==> config.mk <==
export PLATFORM = sky130hd
export DESIGN_NAME = cordic_host_regs_flat
export DESIGN_NICKNAME = d
export VERILOG_FILES = /design/src/rtl/cordic_host_regs_if.sv /design/src/rtl/cordic_host_regs.sv /design/src/flat_wrapper.sv
export SDC_FILE = /design/constraint.sdc
export NUM_CORES = 1
export LEC_CHECK = 0
export CAP_MARGIN = 10
export CORE_AREA = 8 8 184 186
export CTS_CLUSTER_SIZE = 28
export DETAILED_ROUTE_END_ITERATION = 8
export DIE_AREA = 0 0 192 194
export GPL_TIMING_DRIVEN = 0
export PLACE_DENSITY_LB_ADDON = 0.2
export SLEW_MARGIN = 20
export SYNTH_ARGS = -nofsm -noshare
export SYNTH_HDL_FRONTEND = slang
export SYNTH_SLANG_ARGS = --single-unit
==> constraint.sdc <==
create_clock -name clk -period 1.9 [get_ports clk]
set_clock_uncertainty 0.05 [all_clocks]
set_input_delay 0.57 -clock clk [delete_from_list [all_inputs] [get_ports clk]]
set_output_delay 0.57 -clock clk [all_outputs]
set_load 0.05 [all_outputs]
==> src/rtl/cordic_host_regs_if.sv <==
// Host request/response bus between a bus master and the CORDIC host register block.
interface cordic_host_regs_if #(
  parameter int p_WIDTH = 32
) ();
  logic               req_valid;
  logic               req_we;
  logic [2:0]         req_addr;
  logic [p_WIDTH-1:0] req_wdata;
  logic               rsp_valid;
  logic [p_WIDTH-1:0] rsp_rdata;
  logic               req_err;

  modport master (
    output req_valid, req_we, req_addr, req_wdata,
    input  rsp_valid, rsp_rdata, req_err
  );

  modport slave (
    input  req_valid, req_we, req_addr, req_wdata,
    output rsp_valid, rsp_rdata, req_err
  );
endinterface

==> src/rtl/cordic_host_regs.sv <==
// Host register front-end for the CORDIC controller: operand/control registers,
// one-cycle start pulse, completion/timeout tracking and result shadow capture.
module cordic_host_regs #(
  parameter int p_WIDTH     = 32,
  parameter int p_START_BIT = 0,
  parameter int p_READY_BIT = 0,
  parameter int p_TIMEOUT   = 255
) (
  input  logic               clk,
  input  logic               rst,
  cordic_host_regs_if.slave  bus,
  output logic [p_WIDTH-1:0] x_input,
  output logic [p_WIDTH-1:0] y_input,
  output logic [p_WIDTH-1:0] z_input,
  output logic [p_WIDTH-1:0] ctrl_word,
  input  logic [p_WIDTH-1:0] x_result,
  input  logic [p_WIDTH-1:0] y_result,
  input  logic [p_WIDTH-1:0] z_result,
  input  logic [p_WIDTH-1:0] ctrl_status,
  input  logic               cordic_irq,
  output logic               host_irq
);

  typedef enum logic [1:0] {
    ST_IDLE = 2'b00,
    ST_ARM  = 2'b01,
    ST_RUN  = 2'b10
  } state_t;

  localparam int                 CW         = $clog2(p_TIMEOUT + 2);
  localparam logic [CW-1:0]      TIMEOUT_C  = CW'(p_TIMEOUT);
  localparam logic [CW-1:0]      CNT_ONE    = {{(CW-1){1'b0}}, 1'b1};
  localparam logic [p_WIDTH-1:0] START_MASK = {{(p_WIDTH-1){1'b0}}, 1'b1} << p_START_BIT;

  state_t             state_r, state_nxt_s;
  logic [p_WIDTH-1:0] x_r, y_r, z_r, ctrl_r, ctrl_word_r, ctrl_nxt_s;
  logic [p_WIDTH-1:0] x_out_r, y_out_r, z_out_r;
  logic [15:0]        flags_r;
  logic               done_r, timeout_r, irq_r;
  logic [CW-1:0]      cnt_r, cnt_inc_s;
  logic               rsp_valid_r, err_r;
  logic [p_WIDTH-1:0] rsp_rdata_r, rdata_s, status_s;
  logic               wr_s, rd_s, busy_s, wr_ok_s, wr_err_s, start_s;
  logic               done_hit_s, to_hit_s, status_clr_s;
  logic               ctrl_status_unused_s;

  assign wr_s         = bus.req_valid & bus.req_we;
  assign rd_s         = bus.req_valid & ~bus.req_we;
  assign busy_s       = (state_r != ST_IDLE);
  assign wr_ok_s      = wr_s & ~bus.req_addr[2] & ~busy_s;
  assign wr_err_s     = wr_s & (bus.req_addr[2] | busy_s);
  assign start_s      = wr_ok_s & (bus.req_addr == 3'd3) & bus.req_wdata[p_START_BIT];
  assign cnt_inc_s    = cnt_r + CNT_ONE;
  // Completion beats timeout when both land on the same RUN cycle.
  assign done_hit_s   = (state_r == ST_RUN) & (cordic_irq | ctrl_status[p_READY_BIT]);
  assign to_hit_s     = (state_r == ST_RUN) & ~done_hit_s & (cnt_inc_s == TIMEOUT_C);
  assign status_clr_s = rd_s & (bus.req_addr == 3'd7);
  assign ctrl_status_unused_s = ^ctrl_status[p_WIDTH-1:16];

  // Next-state logic for the start/run tracking FSM.
  always_comb begin
    state_nxt_s = state_r;
    case (state_r)
      ST_IDLE: begin
        if (start_s) state_nxt_s = ST_ARM;
        else         state_nxt_s = ST_IDLE;
      end
      ST_ARM:  state_nxt_s = ST_RUN;
      ST_RUN: begin
        if (done_hit_s || to_hit_s) state_nxt_s = ST_IDLE;
        else                        state_nxt_s = ST_RUN;
      end
      default: state_nxt_s = ST_IDLE;
    endcase
  end

  // Next CTRL value; the stored start bit is always cleared.
  always_comb begin
    ctrl_nxt_s = ctrl_r;
    if (wr_ok_s && (bus.req_addr == 3'd3)) ctrl_nxt_s = bus.req_wdata & ~START_MASK;
    else                                   ctrl_nxt_s = ctrl_r;
  end

  // Status word assembly and read-data mux.
  always_comb begin
    status_s                 = '0;
    status_s[0]              = done_r;
    status_s[1]              = timeout_r;
    status_s[2]              = busy_s;
    status_s[p_WIDTH-1 -: 16] = flags_r;
    case (bus.req_addr)
      3'd0:    rdata_s = x_r;
      3'd1:    rdata_s = y_r;
      3'd2:    rdata_s = z_r;
      3'd3:    rdata_s = ctrl_r;
      3'd4:    rdata_s = x_out_r;
      3'd5:    rdata_s = y_out_r;
      3'd6:    rdata_s = z_out_r;
      3'd7:    rdata_s = status_s;
      default: rdata_s = '0;
    endcase
  end

  // FSM state, host-writable registers and the controller-facing control word.
  always_ff @(posedge clk) begin
    if (!rst) begin
      state_r     <= ST_IDLE;
      x_r         <= '0;
      y_r         <= '0;
      z_r         <= '0;
      ctrl_r      <= '0;
      ctrl_word_r <= '0;
      cnt_r       <= '0;
    end else begin
      state_r     <= state_nxt_s;
      ctrl_r      <= ctrl_nxt_s;
      ctrl_word_r <= (state_nxt_s == ST_ARM) ? (ctrl_nxt_s | START_MASK) : ctrl_nxt_s;
      if (wr_ok_s) begin
        case (bus.req_addr)
          3'd0:    x_r <= bus.req_wdata;
          3'd1:    y_r <= bus.req_wdata;
          3'd2:    z_r <= bus.req_wdata;
          default: x_r <= x_r;
        endcase
      end
      if (state_r == ST_ARM)      cnt_r <= '0;
      else if (state_r == ST_RUN) cnt_r <= cnt_inc_s;
    end
  end

  // Result shadows, sticky flags, interrupt and bus response.
  always_ff @(posedge clk) begin
    if (!rst) begin
      x_out_r     <= '0;
      y_out_r     <= '0;
      z_out_r     <= '0;
      flags_r     <= '0;
      done_r      <= 1'b0;
      timeout_r   <= 1'b0;
      irq_r       <= 1'b0;
      rsp_valid_r <= 1'b0;
      rsp_rdata_r <= '0;
      err_r       <= 1'b0;
    end else begin
      if (done_hit_s) begin
        x_out_r <= x_result;
        y_out_r <= y_result;
        z_out_r <= z_result;
        flags_r <= ctrl_status[15:0];
      end
      if (done_hit_s)                      done_r <= 1'b1;
      else if (start_s || status_clr_s)    done_r <= 1'b0;
      if (to_hit_s)                        timeout_r <= 1'b1;
      else if (start_s || status_clr_s)    timeout_r <= 1'b0;
      if (done_hit_s || to_hit_s)          irq_r <= 1'b1;
      else if (status_clr_s)               irq_r <= 1'b0;
      rsp_valid_r <= rd_s;
      if (rd_s) rsp_rdata_r <= rdata_s;
      err_r <= wr_err_s;
    end
  end

  assign x_input       = x_r;
  assign y_input       = y_r;
  assign z_input       = z_r;
  assign ctrl_word     = ctrl_word_r;
  assign host_irq      = irq_r;
  assign bus.rsp_valid = rsp_valid_r;
  assign bus.rsp_rdata = rsp_rdata_r;
  assign bus.req_err   = err_r;

endmodule

==> src/flat_wrapper.sv <==
// flat-port wrapper written by rule: the top's interface ports become plain ports
module cordic_host_regs_flat 
#(
  parameter int p_WIDTH     = 32,
  parameter int p_START_BIT = 0,
  parameter int p_READY_BIT = 0,
  parameter int p_TIMEOUT   = 255
)
  (clk, rst, x_input, y_input, z_input, ctrl_word, x_result, y_result, z_result, ctrl_status, cordic_irq, host_irq, bus_req_valid, bus_req_we, bus_req_addr, bus_req_wdata, bus_rsp_valid, bus_rsp_rdata, bus_req_err);
  cordic_host_regs_if #(.p_WIDTH(p_WIDTH)) bus_i ();
  input  logic clk;
  input  logic rst;
  output logic [p_WIDTH-1:0] x_input;
  output logic [p_WIDTH-1:0] y_input;
  output logic [p_WIDTH-1:0] z_input;
  output logic [p_WIDTH-1:0] ctrl_word;
  input  logic [p_WIDTH-1:0] x_result;
  input  logic [p_WIDTH-1:0] y_result;
  input  logic [p_WIDTH-1:0] z_result;
  input  logic [p_WIDTH-1:0] ctrl_status;
  input  logic cordic_irq;
  output logic host_irq;
  input wire logic [$bits(bus_i.req_valid)-1:0] bus_req_valid;
  input wire logic [$bits(bus_i.req_we)-1:0] bus_req_we;
  input wire logic [$bits(bus_i.req_addr)-1:0] bus_req_addr;
  input wire logic [$bits(bus_i.req_wdata)-1:0] bus_req_wdata;
  output wire logic [$bits(bus_i.rsp_valid)-1:0] bus_rsp_valid;
  output wire logic [$bits(bus_i.rsp_rdata)-1:0] bus_rsp_rdata;
  output wire logic [$bits(bus_i.req_err)-1:0] bus_req_err;
  assign bus_i.req_valid = bus_req_valid;
  assign bus_i.req_we = bus_req_we;
  assign bus_i.req_addr = bus_req_addr;
  assign bus_i.req_wdata = bus_req_wdata;
  assign bus_rsp_valid = bus_i.rsp_valid;
  assign bus_rsp_rdata = bus_i.rsp_rdata;
  assign bus_req_err = bus_i.req_err;
  cordic_host_regs #(.p_WIDTH(p_WIDTH), .p_START_BIT(p_START_BIT), .p_READY_BIT(p_READY_BIT), .p_TIMEOUT(p_TIMEOUT)) u_core (.clk(clk), .rst(rst), .bus(bus_i), .x_input(x_input), .y_input(y_input), .z_input(z_input), .ctrl_word(ctrl_word), .x_result(x_result), .y_result(y_result), .z_result(z_result), .ctrl_status(ctrl_status), .cordic_irq(cordic_irq), .host_irq(host_irq));
endmodule
---- Word-level counts from Yosys, hierarchy flattened ----
Index checks and enable logic that the tools add are counted.
W data, S select, Z words.
storage, ports and cells
  flip-flop bits (word level) ............. 320
  input bits .............................. 168
  output and inout bits ................... 163
  logic and storage cells ................. 71
operators by class
  add/sub/neg operators ................... 1
  eq/ne operators ......................... 11
  mux-type cells .......................... 11
  bitwise gates (word level) .............. 18
  reductions and logical operators ........ 13
operators with widths
  kind                   count
  $pmux W32 S8           1
  $mux W32               1
  $eq A3 B3 Y1 const B   4
  $and A1 B1 Y1          11
  $add A9 B1 Y9 const B  1
  $eq A9 B8 Y1 const B   1
  $reduce_bool A2 Y1     4
  $mux W1                7
  $eq A3 B2 Y1 const B   2
  $pmux W2 S3            1
  $reduce_and A2 Y1      3
  $not A1 Y1             5
  $eq A2 B1 Y1 const B   2
  $eq A3 B1 Y1 const B   1
  $logic_not A3 Y1       1
  $eq A2 B2 Y1 const B   1
  $logic_not A2 Y1       1
  $logic_or A1 B1 Y1     2
  $mux W2                1
  $or A1 B1 Y1           2
  $reduce_or A2 Y1       1
  $logic_and A1 B1 Y1    1

---- Depth between registers and ports, before layout ----
Gate-level depths: netlist (run 1).
  depth after elaboration ................. 10
  mapped depth ............................ 8
  mapped depth without buffers ............ 6

---- Worst setup path after synthesis (run 1) ----
No wires, ideal clock.
  kind .................................... in2reg
  from .................................... input port bus_req_addr[0]
  to ...................................... register u_core.rsp_rdata_r[27], in the netlist u_core.bus.rsp_rdata[27]
  setup time .............................. 0.124 ns
  arrival ................................. 1.681 ns
  required time ........................... 1.726 ns
  slack ................................... 0.046 ns
  stages .................................. 7
  path buffers ............................ 2
  cell sequence ........................... buf_6 > buf_6 > mux2_1 > a221oi_2 > nor2_1 > a211oi_1 > nor3_1
between the ends
  cells in the longest elaborated chain, start to end .. 2
  elaborated cells between the ends (all ways) .. 9
  classes of those cells .................. eq/ne: 7; mux: 1; reduce/logical: 1
ends and longest elaborated chain
  element                               line                     text
  from (decl)                           flat_wrapper.sv:25       input wire logic [$bits(bus_i.req_addr)-1:0] bus_req_addr;
  $eq A3 B3 Y1 (tied with other cells)  cordic_host_regs.sv:91   case (bus.req_addr)
  $pmux W32 S8 (*)                      cordic_host_regs.sv:91
  to (signal assigned)                  cordic_host_regs.sv:158  if (rd_s) rsp_rdata_r <= rdata_s;
  to (decl)                             cordic_host_regs.sv:42   logic [p_WIDTH-1:0] rsp_rdata_r, rdata_s, status_s;
Mark *: on every way between the ends. The rest lies on a longest branch, timed or not.
A chain may end at the register's enable or synchronous reset.

---- Final worst setup path (run 1) ----
  from .................................... input port bus_req_addr[0]
  to ...................................... register u_core.rsp_rdata_r[30], in the netlist u_core.bus.rsp_rdata[30]
Same word-level chain as after synthesis.

==> results of run 1 <==
-- stage by stage --
stage / setup slack [ns] / total power, mW / hold WS (ns)
floorplan: 0.0456 / 7.00 / 0.381
global placement: -1.22 / 7.79 / 0.390
detailed placement: -1.18 / 7.80 / 0.396
CTS: 0.000499 / 13.6 / 0.404
global route: -0.0429 / 14.0 / 0.418
finish: -0.0334 / 13.6 / 0.404
-- area by class of cell --
| type | instances | share of cell area |
|---|---|---|
| clock buffer | 42 | 0.0497 |
| clock inverter | 14 | 0.00711 |
| timing repair buffer | 315 | 0.143 |
| buffer | 155 | 0.0529 |
| sequential | 289 | 0.337 |
| inverter | 7 | 0.00152 |
| tap | 402 | 0.0292 |
| multi-input combinational | 1129 | 0.379 |
-- final timing paths --
path,startpoint,end,slack [ns],cells after the start
worst max-delay path,bus_req_addr[0],u_core.bus.rsp_rdata[30],-0.03,8
worst min register to register,u_core.bus.rsp_rdata[17],u_core.bus.rsp_rdata[17],0.40,2
worst max register to register,u_core.state_r[1],u_core.ctrl_r[0],0.05,6
worst min-delay path,u_core.bus.rsp_rdata[17],u_core.bus.rsp_rdata[17],0.40,2
-- cells in the mapped netlist, types with 4 or more instances --
master     instances  share of area
o221ai_1          10         0.0067
o22a_1             4         0.0027
nor3_1            20         0.0077
and3_1             5         0.0024
a211oi_1          10         0.0058
a21boi_1         205           0.12
o22ai_1           13         0.0062
nand2b_1           6         0.0029
a32o_1             8         0.0061
a22oi_1            5         0.0029
nand3_1           27          0.010
inv_1              4         0.0011
o21a_1             7         0.0040
buf_4             41          0.024
mux2i_1           27          0.021
buf_6              5         0.0043
mux2_1             8         0.0069
nand2_1          510           0.15
buf_2             49          0.019
and2_1             5         0.0024
dfxtp_1          289           0.44
a221oi_2           8         0.0092
o21ai_0           28          0.011
nor2_1            60          0.017
clkbuf_1          59          0.017
o2bb2ai_1          5         0.0034
a31oi_1            4         0.0019
nor2b_1            5         0.0024
mux2_2            13          0.011
a21oi_1           31          0.012
mux4_2             5         0.0086
a21boi_0          42          0.024
a22o_1             7         0.0047
o31ai_1           14         0.0081
-- layer usage --
metal  routed length (um)  vias to the layer above
li1                     -                     6026
met1                24600                     6165
met2                24700                      595
met3                 4730                       95
met4                 1820                        0
met5                    0                        -
-- tightest hold or removal path: stages (launching register included) --
cell and delay (ns):
dfxtp_1 0.30, nand3_1 0.06, nand2_1 0.05
-- flip-flops by register name, indices dropped and copies added, names as in the netlist, 2 cells and up --
register              count
u_core.x_input           32
u_core.x_out_r           32
u_core.y_out_r           32
u_core.bus.rsp_rdata     32
u_core.y_input           32
u_core.state_r            2
u_core.z_input           32
u_core.flags_r           16
u_core.cnt_r              9
u_core.ctrl_word         32
u_core.z_out_r           32
-- power by group through the flow --
stage                     combinational [mW]  clock (mW)  sequential [mW]
after floorplan                        0.535           0             6.47
after global placement                  1.49           0             6.30
after detailed placement                1.49           0             6.31
after CTS                               1.47        5.99             6.17
after global routing                    1.57        6.21             6.18
final                                   1.51        5.96             6.17
-- logic make-up (layout without fill, tap and decap cells) --
group / Yosys count / after routing / share of synthesized area
muxes: 55 / 55 / 0.0497
DFF: 289 / 289 / 0.443
AOI/OAI and AO/OA: 412 / 412 / 0.233
and+or+nand+nor: 655 / 655 / 0.203
buffers and inverters: 163 / 533 / 0.0662
xor gates and xnor gates: 5 / 5 / 0.00336
adders and majority gates: 2 / 2 / 0.00192
-- what timing repair did --
| action | in CTS | in global routing |
|---|---|---|
| buffers inserted | 2 | 1 |
| endpoints found under the setup margin | 430 | 214 |
| gates resized for setup | 889 | 79 |
| pin swaps | 6 | 2 |
==> results.md, run 1 <==
* Status: finished with violations
* Failing checks: setup timing
* Register area at 5810 sq um
* TritonCTS Buffers at 31
* Max Cap Viol at 0
* CTS Root Cell: clkbuf_16
* P&R area growth vs syn at 32.0%
* Worst Setup End Kind: flop
* Setup CP Type: in2reg
* Cells after DPL at 2295
* Top-Level Pins at 331
* Sequential cell fraction of total power at 0.453
* Pins Over Slew Limit at 0
* Die area at ~37000 sq um
* All-layer global routing usage at 0.290
* Hold Fails Final Rpt at 0
* Clock Power Share at 0.437
* P_leak at 6.74 nW
* Net Count, Synth at 1751
* CP max FO at 10
* Grt met2 use at 0.450
* Port Buffers at 312
* Number of global-route vias before repair at roughly 13000
* Cell family with most CP delay: compound AO/OA/AOI/OAI gates
* CTS sink count at 289
* Syn_area_per_cell at 8.26 sq um
* Detail Placement HPWL at 43.9 mm
* Met1 usage at 0.403
* Required time of the critical path at about 2.3 ns
* Commonest non-fill, non-tap cell in the layout: nand2_1
* H-tree Lvls at 1
* P_sw at 3.51 mW
* Largest net degree at the start of global routing at 15
* Final period utilization at 1.02
* Relative slew slack at 0.472
* Overflow after GRT at 0
* Routed len/inst at 23.8 um
* Post-synth EDFFs at 0
* Routed vias at 12900
* Core area at ~31000 sq um
* Final std cells w/o fill at 2353
* Initial DRC Count at 1178
* Highest-count cells in the layout ignoring fill and taps: nand2_1, dfxtp_1, a21boi_1
* Layout cells sized above 1 at 0.210
* Area of the multi-input gates at 6540 sq um
* Hold crit path type: reg2reg
* Arrival time worst endpoint at about 2.3 ns
* First-pass DRT Iterations at 5
* Critical-path cell list: buf_6 -> buf_6 -> buf_8 -> mux2i_1 -> o2bb2ai_1 -> nand2_1 -> o221ai_1 -> a32o_1
* Die height at 194 um
* Sw Share at 0.258
* Fin worst setup slack at -0.0334 ns
* CP max stage cell: mux2i_1
* Startpoint Class: primary input
* Most used cell, CP: buf_6
* Cts hold-fix bufs at 0
* DP Area at 16700 sq um
* Post-DRT Antenna Nets at 0
* Logic pwr share at 0.111
* Synth Warn # at 0
* Peak supply drop at 672 uV
* Via-per-instance ratio at between 5 and 6
* Int Pwr at 10.1 mW
* CP Buf/Inv Count at 3
* Final Cell Area at about 17000 sq um
* Synthesized flop and latch total at 289
* Setup TNS at -0.0433 ns
* Gate Count Post-Synth at 1581
* Power Dens Cells at approximately 790 nW/um^2
* Max frequency at 0.517 GHz
* Initial antenna violation count at 0
* Worst-case clock buffer depth at 3
* Most common flop cell mapped by yosys: dfxtp_1
* Fillers at 3002
* RSZ-0062 raised after global routing: yes
* Final core utilization at 0.555
* Ys async rst share at 0
* Nets at 2098
* DIE WIDTH at 192 um
* Worst-Margin Slew at around 0.79 ns
* Final min period at 1.93 ns
* First-pass GRT wire length at 81.9 mm
* Remaining DRCs at 0
* Final setup fails at 2
* Initial Util at 0.420
* Site Rows at 65
* Number of inserted diodes at 0
* Met3 Use GR at 0.0547
* WL final at 55.9 mm
* GR peak layer: met2
* Worst-Skew Late Latency at 0.57 ns
* CP peak stage delay at ~0.38 ns
* CTS tree: built
* Synth unique cells at 57
* Synth Cell Area at 13100 sq um
* Sequential area share after synthesis at 0.443
* CTS clock-pin slew for the worst setup and hold paths at 0.06 ns
* RD Place Congestion at a little over 0.9
No activity file was read; power rests on OpenSTA's default activity.
==> run 2, diff against run 1 <==
--- a/config.mk
+++ b/config.mk
@@ -6,10 +6,10 @@
 export NUM_CORES = 1
 export LEC_CHECK = 0
 export CAP_MARGIN = 10
-export CORE_AREA = 8 8 184 186
+export CORE_AREA = 8 8 169 202
 export CTS_CLUSTER_SIZE = 28
 export DETAILED_ROUTE_END_ITERATION = 8
-export DIE_AREA = 0 0 192 194
+export DIE_AREA = 0 0 177 210
 export GPL_TIMING_DRIVEN = 0
 export PLACE_DENSITY_LB_ADDON = 0.2
 export SLEW_MARGIN = 20
==> run 2 against run 1 <==
  * The run still ends with setup timing left
  * Critical endpoint is now u_core.bus.rsp_rdata[27]
  * Design area increased by 0.28%
  * Worst hold slack got worse by 0.018 ns
  * Count of clock-buffer cells in the layout increased by 3
  * Cell count decreased by 0.21%
  * Register-to-register slack about the same
  * Sequential cell count unchanged
  * Clock power increased by 2%
==> results.md, run 2 (synthesis gave the netlist of run 1 again) <==
* Status: finished with violations (unchanged)
* Failing checks: setup timing (unchanged)
* Required time of the critical path at 2.30 ns (was 2.31 ns)
* Highest-count cells in the layout ignoring fill and taps: nand2_1, dfxtp_1, a21boi_1 (unchanged)
* Final min period at 1.93 ns (about the same)
* Fillers at 2983 (was 3002)
* Arrival time worst endpoint at 2.32 ns (was 2.34 ns)
* Routed len/inst at 23.7 um (was 23.8 um)
* Die area at 37200 sq um (about the same)
* Routed vias at 12900 (about the same)
* Die height at 210 um (was 194 um)
* Remaining DRCs at 0 (unchanged)
* Worst-Margin Slew at 0.720 ns (was 0.792 ns)
* CTS clock-pin slew for the worst setup and hold paths at 0.07 ns (was 0.06 ns)
* Initial Util at 0.421 (was 0.420)
* P&R area growth vs syn at 32.4% (was 32.0%)
* DIE WIDTH at 177 um (was 192 um)
* CTS sink count at 289 (unchanged)
* Setup CP Type: in2reg (unchanged)
* RSZ-0062 raised after global routing: yes (unchanged)
* Power Dens Cells at 796 nW/um^2 (was 792 nW/um^2)
* Core area at 31000 sq um (was 31100 sq um)
* CTS Root Cell: clkbuf_16 (unchanged)
* Startpoint Class: primary input (unchanged)
* Overflow after GRT at 0 (unchanged)
* Worst Setup End Kind: flop (unchanged)
* Number of inserted diodes at 0 (unchanged)
* Commonest non-fill, non-tap cell in the layout: nand2_1 (unchanged)
* P_leak at 6.72 nW (was 6.74 nW)
* Worst-case clock buffer depth at 3 (unchanged)
* Number of global-route vias before repair at 12600 (about the same)
* P_sw at 3.51 mW (about the same)
* CTS tree: built (unchanged)
* Hold crit path type: in2reg (was reg2reg)
* Sequential cell fraction of total power at 0.449 (was 0.453)
* First-pass DRT Iterations at 5 (unchanged)
* First-pass GRT wire length at 81.6 mm (was 81.9 mm)
* Max frequency at 0.519 GHz (was 0.517 GHz)
* Top-Level Pins at 331 (unchanged)
* WL final at 55.7 mm (was 55.9 mm)
* Area of the multi-input gates at 6540 sq um (about the same)
* Relative slew slack at 0.520 (was 0.472)
* Max Cap Viol at 0 (unchanged)
* Worst-Skew Late Latency at 0.57 ns (about the same)
* Final setup fails at 1 (was 2)
* CP max FO at 9 (was 10)
* Final period utilization at 1.01 (was 1.02)
* Logic pwr share at 0.109 (was 0.111)
* Cells after DPL at 2294 (was 2295)
* Via-per-instance ratio at 5.51 (was 5.47)
* Cts hold-fix bufs at 0 (unchanged)
* Register area at 5810 sq um (about the same)
* H-tree Lvls at 1 (unchanged)
* All-layer global routing usage at 0.288 (was 0.290)
* Clock Power Share at 0.442 (was 0.437)
* Hold Fails Final Rpt at 0 (unchanged)
* Largest net degree at the start of global routing at 16 (was 15)
* Sw Share at 0.255 (was 0.258)
* Layout cells sized above 1 at 0.209 (was 0.210)
* Final std cells w/o fill at 2348 (was 2353)
* Int Pwr at 10.2 mW (was 10.1 mW)
* Post-DRT Antenna Nets at 0 (unchanged)
* Initial antenna violation count at 1 (was 0)
* Power, Total at 13.8 mW (was 13.6 mW)
* Hold_ws at 0.385 ns (was 0.404 ns)
* Detail Placement HPWL at 43.6 mm (was 43.9 mm)
* Initial DRC Count at 1203 (was 1178)
* Fin worst setup slack at -0.0280 ns (was -0.0334 ns)
* Reg2reg setup slack at 0.05 ns (about the same)
* Site Rows at 71 (was 65)
* Peak supply drop at 684 uV (was 672 uV)
* Nets at 2098 (unchanged)
* Port Buffers at 312 (unchanged)
* TritonCTS Buffers at 31 (unchanged)
* RD Place Congestion at 0.935 (was 0.917)
* Pins Over Slew Limit at 0 (unchanged)
## run 2: cell types whose count changed in the layout (fill, tap and decap cells not counted), sizes merged
cell           before  now
dlymetal6s2s        0    1
inv                 7    9
clkinvlp            1    0
clkdlybuf4s15       3    5
clkbuf            119  122
clkinv             11    3
clkdlybuf4s50     147  146
buf               243  241
## run 2: worst paths after layout
path / from / end / cells after the start
max reg2reg: u_core.state_r[1] / u_core.ctrl_r[0] / 6
min reg2reg: u_core.z_out_r[28] / u_core.z_out_r[28] / 2
min: bus_req_we / u_core.bus.req_err / 3
max: bus_req_addr[2] / u_core.bus.rsp_rdata[27] / 6
## run 2: final cells by class
cell class                 count  share of cell area
timing repair buffer         314               0.145
clock buffer                  45              0.0520
tap                          401              0.0290
sequential                   289               0.336
inverter                       7             0.00152
clock inverter                 7             0.00550
buffer                       156              0.0526
multi-input combinational   1129               0.378
## run 2: power groups by stage
stage                     combinational, mW  sequential [mW]  clock [mW]
after floorplan                       0.535             6.47           0
after global placement                 1.49             6.31           0
after detailed placement               1.49             6.31           0
after CTS                              1.47             6.17        6.08
after global routing                   1.56             6.18        6.33
final                                  1.51             6.17        6.07
## run 2: per-layer routing
| layer | vias up | track usage | share of wire |
|---|---|---|---|
| li1 | 6025 | - | - |
| met1 | 6205 | 0.382 | 0.42 |
| met2 | 604 | 0.466 | 0.46 |
| met3 | 98 | 0.0480 | 0.081 |
| met4 | 2 | 0.103 | 0.036 |
| met5 | - | 0 | 0.00018 |
## run 2: timing repair
action / in CTS / in global routing
cloned: 0 / 0
setup endpoints to repair: 427 / 251
gates resized for setup: 885 / 88
buffers inserted: 1 / 1
pin swaps: 4 / 5
## run 2: metrics by stage
| step | TNS, ns | setup slack [ns] | util | instance area, sq um |
|---|---|---|---|---|
| 2_1_floorplan | 0 | 0.0456 | - | 13100 |
| 3_3_place_gp | -202.07 | -1.24 | 0.538 | 16700 |
| 3_5_place_dp | -202.70 | -1.22 | 0.538 | 16700 |
| 4_1_cts | 0 | 0.000762 | 0.554 | 17200 |
| 5_1_grt | -0.000247 | -0.000247 | 0.557 | 17300 |
| 6_report | -0.0280 | -0.0280 | 0.557 | 17300 |
## run 2: worst max-delay path, stage by stage
cell and delay, ns:
clkdlybuf4s15_2 0.32, inv_2 0.17, nand3_1 0.34, nand2_1 0.34, a211oi_2 0.47, nor3_1 0.10
